**config.mk**
```make
export PLATFORM = sky130hd
export DESIGN_NAME = vga_sync_gen_flat
export DESIGN_NICKNAME = d
export VERILOG_FILES = /design/src/rtl/vga_sync_gen_if.sv /design/src/rtl/vga_sync_gen.sv /design/src/flat_wrapper.sv
export SDC_FILE = /design/constraint.sdc
export NUM_CORES = 1
export LEC_CHECK = 0
export BUFFER_PORTS_ARGS = -buffer_cell sky130_fd_sc_hd__buf_4
export CAP_MARGIN = 10
export CORE_MARGIN = 4
export CORE_UTILIZATION = 34
export DETAILED_ROUTE_END_ITERATION = 16
export GPL_ROUTABILITY_DRIVEN = 0
export PLACE_DENSITY = 0.51
export SETUP_SLACK_MARGIN = 0.15
export SLEW_MARGIN = 0
export SYNTH_ARGS = -nofsm -noshare
export SYNTH_HDL_FRONTEND = slang
export SYNTH_SLANG_ARGS = --single-unit
export TNS_END_PERCENT = 20
```
**constraint.sdc**
```tcl
create_clock -name clk -period 3.2 [get_ports clk]
set_input_delay 0.16 -clock clk [delete_from_list [all_inputs] [get_ports clk]]
set_output_delay 0.16 -clock clk [all_outputs]
set_load 0.01 [all_outputs]
```
**src/rtl/vga_sync_gen_if.sv**
```systemverilog
// Pixel-source / pin-side bundle of the VGA timing generator; the generator holds the master modport.
// Handshake: no valid/ready pair. pix_req is a one-cycle strobe and pix_rgb must be stable at that clock edge.
interface vga_sync_gen_if;
    logic [2:0] pix_rgb;
    logic       irq_ack;
    logic [9:0] x;
    logic [9:0] y;
    logic       pix_req;
    logic       active;
    logic       red;
    logic       green;
    logic       blue;
    logic       hsync;
    logic       vsync;
    logic       frame_irq;

    modport master (
        input  pix_rgb, irq_ack,
        output x, y, pix_req, active, red, green, blue, hsync, vsync, frame_irq
    );

    modport slave (
        output pix_rgb, irq_ack,
        input  x, y, pix_req, active, red, green, blue, hsync, vsync, frame_irq
    );
endinterface

```
**src/rtl/vga_sync_gen.sv**
```systemverilog
// VGA timing generator: pixel strobe, x/y counters, registered sync/colour pins and a latched frame interrupt.
// Optional VGA_BORDER_EN paints the outermost visible pixels white.
module vga_sync_gen #(
    parameter int CLK_DIV   = 2,
    parameter int H_VISIBLE = 640,
    parameter int H_FP      = 16,
    parameter int H_SYNC    = 96,
    parameter int H_BP      = 48,
    parameter int V_VISIBLE = 480,
    parameter int V_FP      = 10,
    parameter int V_SYNC    = 2,
    parameter int V_BP      = 33
) (
    input  logic           clk,
    input  logic           rst,
    vga_sync_gen_if.master bus
);
    localparam int H_TOTAL = H_VISIBLE + H_FP + H_SYNC + H_BP;
    localparam int V_TOTAL = V_VISIBLE + V_FP + V_SYNC + V_BP;

    localparam logic [2:0] DIV_LAST = 3'(CLK_DIV - 1);
    localparam logic [9:0] X_LAST   = 10'(H_TOTAL - 1);
    localparam logic [9:0] Y_LAST   = 10'(V_TOTAL - 1);
    localparam logic [9:0] X_VIS    = 10'(H_VISIBLE);
    localparam logic [9:0] Y_VIS    = 10'(V_VISIBLE);
    localparam logic [9:0] HS_START = 10'(H_VISIBLE + H_FP);
    localparam logic [9:0] HS_END   = 10'(H_VISIBLE + H_FP + H_SYNC);
    localparam logic [9:0] VS_START = 10'(V_VISIBLE + V_FP);
    localparam logic [9:0] VS_END   = 10'(V_VISIBLE + V_FP + V_SYNC);

    logic [2:0] div_q, div_d;
    logic       pix_req_q, pix_req_d;
    logic [9:0] x_q, x_d;
    logic [9:0] y_q, y_d;
    logic       active_q, active_d;
    logic [2:0] rgb_q, rgb_d;
    logic       hsync_q, hsync_d;
    logic       vsync_q, vsync_d;
    logic       irq_q, irq_d;
    logic       visible;
    logic [2:0] colour;

    assign visible = (x_q < X_VIS) && (y_q < Y_VIS);

`ifdef VGA_BORDER_EN
    localparam logic [9:0] X_EDGE = 10'(H_VISIBLE - 1);
    localparam logic [9:0] Y_EDGE = 10'(V_VISIBLE - 1);
    assign colour = ((x_q == 10'd0) || (x_q == X_EDGE) || (y_q == 10'd0) || (y_q == Y_EDGE))
                    ? 3'b111 : bus.pix_rgb;
`else
    assign colour = bus.pix_rgb;
`endif

    always_comb begin
        // pix_req is registered, so it mirrors the divider phase one clock late and rises on the first edge.
        div_d     = (div_q == DIV_LAST) ? 3'd0 : div_q + 3'd1;
        pix_req_d = (div_q == 3'd0);
        x_d       = x_q;
        y_d       = y_q;
        active_d  = active_q;
        rgb_d     = rgb_q;
        hsync_d   = hsync_q;
        vsync_d   = vsync_q;
        if (pix_req_q) begin
            if (x_q == X_LAST) begin
                x_d = 10'd0;
                y_d = (y_q == Y_LAST) ? 10'd0 : y_q + 10'd1;
            end else begin
                x_d = x_q + 10'd1;
            end
            active_d = visible;
            rgb_d    = visible ? colour : 3'b000;
            hsync_d  = ~((x_q >= HS_START) && (x_q < HS_END));
            vsync_d  = ~((y_q >= VS_START) && (y_q < VS_END));
        end
        // Set has priority over a coincident acknowledge.
        irq_d = irq_q;
        if (bus.irq_ack) irq_d = 1'b0;
        if (pix_req_q && (x_q == 10'd0) && (y_q == Y_VIS)) irq_d = 1'b1;
    end

    always_ff @(posedge clk or negedge rst) begin
        if (!rst) begin
            div_q     <= 3'd0;
            pix_req_q <= 1'b0;
            x_q       <= 10'd0;
            y_q       <= 10'd0;
            active_q  <= 1'b0;
            rgb_q     <= 3'b000;
            hsync_q   <= 1'b1;
            vsync_q   <= 1'b1;
            irq_q     <= 1'b0;
        end else begin
            div_q     <= div_d;
            pix_req_q <= pix_req_d;
            x_q       <= x_d;
            y_q       <= y_d;
            active_q  <= active_d;
            rgb_q     <= rgb_d;
            hsync_q   <= hsync_d;
            vsync_q   <= vsync_d;
            irq_q     <= irq_d;
        end
    end

    assign bus.x         = x_q;
    assign bus.y         = y_q;
    assign bus.pix_req   = pix_req_q;
    assign bus.active    = active_q;
    assign bus.red       = rgb_q[2];
    assign bus.green     = rgb_q[1];
    assign bus.blue      = rgb_q[0];
    assign bus.hsync     = hsync_q;
    assign bus.vsync     = vsync_q;
    assign bus.frame_irq = irq_q;
endmodule

```
**src/flat_wrapper.sv**
```systemverilog
// flat-port wrapper written by rule: the top's interface ports become plain ports
module vga_sync_gen_flat 
#(
    parameter int CLK_DIV   = 2,
    parameter int H_VISIBLE = 640,
    parameter int H_FP      = 16,
    parameter int H_SYNC    = 96,
    parameter int H_BP      = 48,
    parameter int V_VISIBLE = 480,
    parameter int V_FP      = 10,
    parameter int V_SYNC    = 2,
    parameter int V_BP      = 33
)
  (clk, rst, bus_pix_rgb, bus_irq_ack, bus_x, bus_y, bus_pix_req, bus_active, bus_red, bus_green, bus_blue, bus_hsync, bus_vsync, bus_frame_irq);
  vga_sync_gen_if bus_i ();
  input  logic clk;
  input  logic rst;
  input wire logic [$bits(bus_i.pix_rgb)-1:0] bus_pix_rgb;
  input wire logic [$bits(bus_i.irq_ack)-1:0] bus_irq_ack;
  output wire logic [$bits(bus_i.x)-1:0] bus_x;
  output wire logic [$bits(bus_i.y)-1:0] bus_y;
  output wire logic [$bits(bus_i.pix_req)-1:0] bus_pix_req;
  output wire logic [$bits(bus_i.active)-1:0] bus_active;
  output wire logic [$bits(bus_i.red)-1:0] bus_red;
  output wire logic [$bits(bus_i.green)-1:0] bus_green;
  output wire logic [$bits(bus_i.blue)-1:0] bus_blue;
  output wire logic [$bits(bus_i.hsync)-1:0] bus_hsync;
  output wire logic [$bits(bus_i.vsync)-1:0] bus_vsync;
  output wire logic [$bits(bus_i.frame_irq)-1:0] bus_frame_irq;
  assign bus_i.pix_rgb = bus_pix_rgb;
  assign bus_i.irq_ack = bus_irq_ack;
  assign bus_x = bus_i.x;
  assign bus_y = bus_i.y;
  assign bus_pix_req = bus_i.pix_req;
  assign bus_active = bus_i.active;
  assign bus_red = bus_i.red;
  assign bus_green = bus_i.green;
  assign bus_blue = bus_i.blue;
  assign bus_hsync = bus_i.hsync;
  assign bus_vsync = bus_i.vsync;
  assign bus_frame_irq = bus_i.frame_irq;
  vga_sync_gen #(.CLK_DIV(CLK_DIV), .H_VISIBLE(H_VISIBLE), .H_FP(H_FP), .H_SYNC(H_SYNC), .H_BP(H_BP), .V_VISIBLE(V_VISIBLE), .V_FP(V_FP), .V_SYNC(V_SYNC), .V_BP(V_BP)) u_core (.clk(clk), .rst(rst), .bus(bus_i));
endmodule
```
# Yosys cells after proc, flatten, opt, wreduce, memory -nomap -nowiden
# Cells that the tools add are included.
word_totals:
  wordCells: 39
  input_bits: 6
  memories: 0
  reg_bits: 31
  latchBits: 0
  output_inout_bits: 28
  ramBits: 0
  mem_bits_ro: 0
classes:
  order_cmp: 6
  reduce_logical: 9
  mux: 6
  add_sub_neg: 3
  n_mul: 0
  shifts: 0
  n_bitwise: 2
  n_eq_ne: 4
  div_mod_pow: 0
op_table:
  columns: ["cell", "count"]
  rows:
  - ["10-bit by 1-bit adder with 10-bit output, second input constant", 2]
  - ["10-bit == test, second input constant", 2]
  - ["10-bit < comparator, second input constant", 2]
  - ["10-bit by 9-bit < comparator with 1-bit output, second input constant", 2]
  - ["10-bit two-way mux", 2]
  - ["10-bit by 9-bit == test with 1-bit output, second input constant", 1]
  - ["10-bit greater-or-equal comparator, second input constant", 1]
  - ["10-bit by 9-bit greater-or-equal comparator with 1-bit output, second input constant", 1]
  - ["10-bit zero test", 1]
  - ["3-bit two-way mux", 2]
  - ["1-bit logical AND", 5]
  - ["3-bit by 1-bit adder with 3-bit output, second input constant", 1]
  - ["3-bit by 1-bit == test with 1-bit output, second input constant", 1]
  - ["3-bit zero test", 1]
  - ["1-bit two-way mux", 2]
  - ["1-bit NOT", 2]
  - ["2-bit AND reduction", 1]
  - ["2-bit nonzero test", 1]

# Logic depth before layout (Yosys ltp)
depth:
  depth_word: 4
  mapped_depth: 6
  depth_no_buf: 6

# Least setup slack after synthesis
# Ideal clock, no wire load.
synth_path:
  path_type: "reg2reg"
  from: "register u_core.x_q[7] (netlist: u_core.bus.x[7])"
  to: "register u_core.y_q[3] (netlist: u_core.bus.y[3])"
  period_less_slack_ps: 1901
  slack_ps: 1299
  setup_time_ps: 76
  n_path_buf: 0
  path_stages_with_launch: 5
  t_required_ps: 3124
  arrival_ps: 1825
  path_cell_list: "dfrtp_1 nand4b_2 or4_4 or4_1 o21ai_1"
synth_between:
  elab_chain_len: 2
synth_rtl:
  columns: ["element", "line_no", "text"]
  rows:
  - ["start, declared", "vga_sync_gen.sv:33", "logic [9:0] x_q, x_d;"]
  - ["start signal, assigned", "vga_sync_gen.sv:86", "x_q <= 10'd0;"]
  - ["start signal, assigned", "vga_sync_gen.sv:96", "x_q <= x_d;"]
  - ["10-bit == test", "vga_sync_gen.sv:65", "if (x_q == X_LAST) begin"]
  - ["2-bit AND reduction (no source line)", null, null]
  - ["end signal, assigned", "vga_sync_gen.sv:97", "y_q <= y_d;"]
  - ["end, declared", "vga_sync_gen.sv:34", "logic [9:0] y_q, y_d;"]
# No other way between the ends.
# A chain may end at the register's enable or synchronous reset.

# Worst setup path in the final report
layout_path:
  from: "register u_core.x_q[1] (netlist: u_core.bus.x[1])"
  to: "register u_core.y_q[4] (netlist: u_core.bus.y[4])"
# The elaborated chain is that of the path after synthesis.

==> impl_results.md <==
* Status: finished clean
* Drt first pass iters at 4
* Vias at about 1200
* Diode count at 0
* Post-synthesis average cell area at between 10 and 15 um2
* LEAKAGE at between 0.0009 and 0.001 uW
* CTS Buf Count at 5
* Register-to-Register Path Depth at 6
* Worst-Skew Late Latency at 0.28 ns
* Slew HR at 58.6%
* Most frequent cells in the layout: 34 x buf_4, 29 x dfrtp_1, 11 x nand2_1, 11 x nand3_1
* Critical Path Sink Type: flop
* Initial Utilization at 35.1%
* Post-DP HPWL at 2690 um
* Syn Inst Count at about 150
* Final ANT Viol Nets at 0
* Fin Setup TNS at 0 ns
* Die W at about 75 um
* CTS HTree Levels at 2
* Core area at 4320 um2
* Share of cells above drive strength 1 at a little over a quarter
* GRT Total Usage at ~14%
* Root buffer cell: clkbuf_8
* Post-synthesis adder-cell area fraction at between 3 and 4%
* Final setup vio count at 0
* Maximum VDD drop at between 0.2 and 0.25 mV
* Xor and xnor area share after synthesis at under 10%
* Main combinational cell family by area after synthesis: simple AND/OR/NAND/NOR gates
* Vias/cell at 5.24
* Distinct cells, synth at 39
* Post-synth EDFFs at 0
* I/O Buffers at 33
* CP max FO at 10
* Post-CTS Setup Bufs at 0
* Worst path required time at 3.37 ns
* Worst EP arrival at approximately 2.3 ns
* Fin crit period at ~2.1 ns
* # fillers at 433
* Compound-Gate Fraction of Synth Area at a little under a tenth
* Clock Sinks at 31
* Worst-path clk slew at around 0.07 ns
* Final Skew at slightly above 0.006 ns
* Post-layout util at about 45%
* Flops & latches, synth at 31
* Final period util at about two thirds
* Max Clock Freq at between 400 and 500 MHz
* Syn_nets at around 160
* Layout Nets at approximately 200
* PwrDens at approximately 390 nW/um2
* Setup CP Type: reg2reg
* Non-Filler Instances at 238
* RSZ-0062 raised after global routing: no
* Syn. warnings at 0
* Die footprint at 5600 um2
* Die Height at approximately 75 um
* Worst Tran Pin Value at just over 0.6 ns
* Post-CTS sizing at 0
* Register area share after synthesis at between 50 and 60%
* Commonest non-fill, non-tap cell in the layout: buf_4
* CTS tree: yes
* Initial drt markers at 80
* Top-Level Pins at 34
* Initial antenna violation count at 0
* Cts hold-fix bufs at 1
* Final count of hold timing violations at 0
* Post-synthesis cell area at between 1500 and 2000 um2
* Post-synthesis mux area share at about 2.1%
* Overflow after GRT at 0
* Worst hold path cell count at 2
* DR WL/cell at between 15 and 20 um
* Synth async-reset ratio at 100%
* Max Cap Violations at 0
* First-pass GRT wire length at 6130 um
* Largest buffer count on any clock path at 2
* Residual DRC at 0
* Largest net degree at the start of global routing at 32
* Dpl cells at 229
* Area growth from synthesis to layout at 27.5%
* Primary FF master, synth: dfrtp_1
* FP Rows at 24
* Minimum hold slack at approximately 0.063 ns
* Final wirelength at ~3600 um
* Synth Area in Simple Gates at around 24%
* HP Class: in2reg
* Final Slew Violations at 0
* CP Launch Type: flop
* Vias in the first global route at ~1300
cell families (layout without fill, tap and decap cells):
logic type,Yosys count,in the layout
flip-flops,31,31
multiplexers,3,3
AO/OA/AOI/OAI,22,22
adder cells (fa/ha/maj),4,4
AND/OR/NAND/NOR,63,63
XOR/XNOR,11,11
buffers and inverters,13,52
path summary, 6_finish.rpt:
| check | from | end | slack (ns) |
|---|---|---|---|
| min | bus_irq_ack | u_core.bus.frame_irq | 0.06 |
| max | u_core.bus.x[1] | u_core.bus.y[4] | 1.11 |
| min in group asynchronous | rst | u_core.bus.y[8] | 0.35 |
| max in group asynchronous | rst | u_core.bus.hsync | 2.53 |
| min reg2reg | u_core.div_q[1] | u_core.bus.pix_req | 0.48 |
| max reg2reg | u_core.bus.x[1] | u_core.bus.y[4] | 1.11 |
cell usage after synthesis, types with 2 or more instances:
cell / instances / share of area [%]
clkbuf_1: 2 / 0.49
nand4_1: 4 / 1.6
dfstp_2: 2 / 3.5
ha_1: 4 / 3.3
a21oi_1: 3 / 0.99
o21ai_0: 8 / 2.6
nand3_1: 11 / 3.6
and2_1: 2 / 0.82
nand2_1: 11 / 2.7
a22o_1: 5 / 2.9
nor2_1: 9 / 2.2
and4_1: 3 / 1.7
mux2_2: 2 / 1.5
nor4bb_1: 2 / 1.3
nor4_1: 3 / 1.2
xnor2_1: 7 / 4.0
xor2_1: 4 / 2.3
or4_1: 2 / 0.99
nor3_1: 5 / 1.6
inv_1: 9 / 2.2
dfrtp_1: 29 / 48
buf_2: 2 / 0.66
o21ai_1: 2 / 0.66
sequential cells by signal (all words and copies together) (netlist names):
signal                cells
u_core.bus.x             10
u_core.bus.vsync          1
u_core.bus.active         1
u_core.bus.frame_irq      1
u_core.bus.hsync          1
u_core.bus.pix_req        1
u_core.bus.y             10
u_core.rgb_q              3
u_core.div_q              3
critical path, cell delays in order, from the launching register on:
cell and delay (ns):
dfrtp_1 0.41, ha_1 0.22, nand2_1 0.12, nor4_2 0.59, buf_4 0.28, nand3_1 0.09
mux2_2 0.27
per-layer routing:
layer  global-route usage (%)  share of wire (%)  up-vias
li1                         -                  -      599
met5                        0                  0        -
met4                     4.74                1.4        0
met1                     18.6                 45      612
met2                     23.6                 48       30
met3                     4.14                5.5        5
through the flow:
step                setup slack [ns]  instance area, um2  total power (uW)
finish                          1.11                1930               752
global route                   0.942                1930               786
CTS                             1.09                1930               768
detailed placement              1.11                1820               421
global placement                1.21                1820               421
floorplan                       1.30                1520               405
cell type report:
class	instances	area (um2)	share of cell area (%)
Sequential cell	31	778	40.2
Multi-Input combinational cell	103	688	35.6
Timing Repair Buffer	35	265	13.7
Clock buffer	7	96.3	4.98
Tap cell	52	65.1	3.36
Inverter	9	33.8	1.75
Clock inverter	1	7.51	0.388
report_power, final:
group | internal (uW) | total [uW] | switching [uW]
Clock | 195 | 339 | 143
Combinational | 8.27 | 18.6 | 10.3
Sequential | 394 | 395 | 1.14
Total | 598 | 752 | 155
Power figures use the tool's default switching activity.
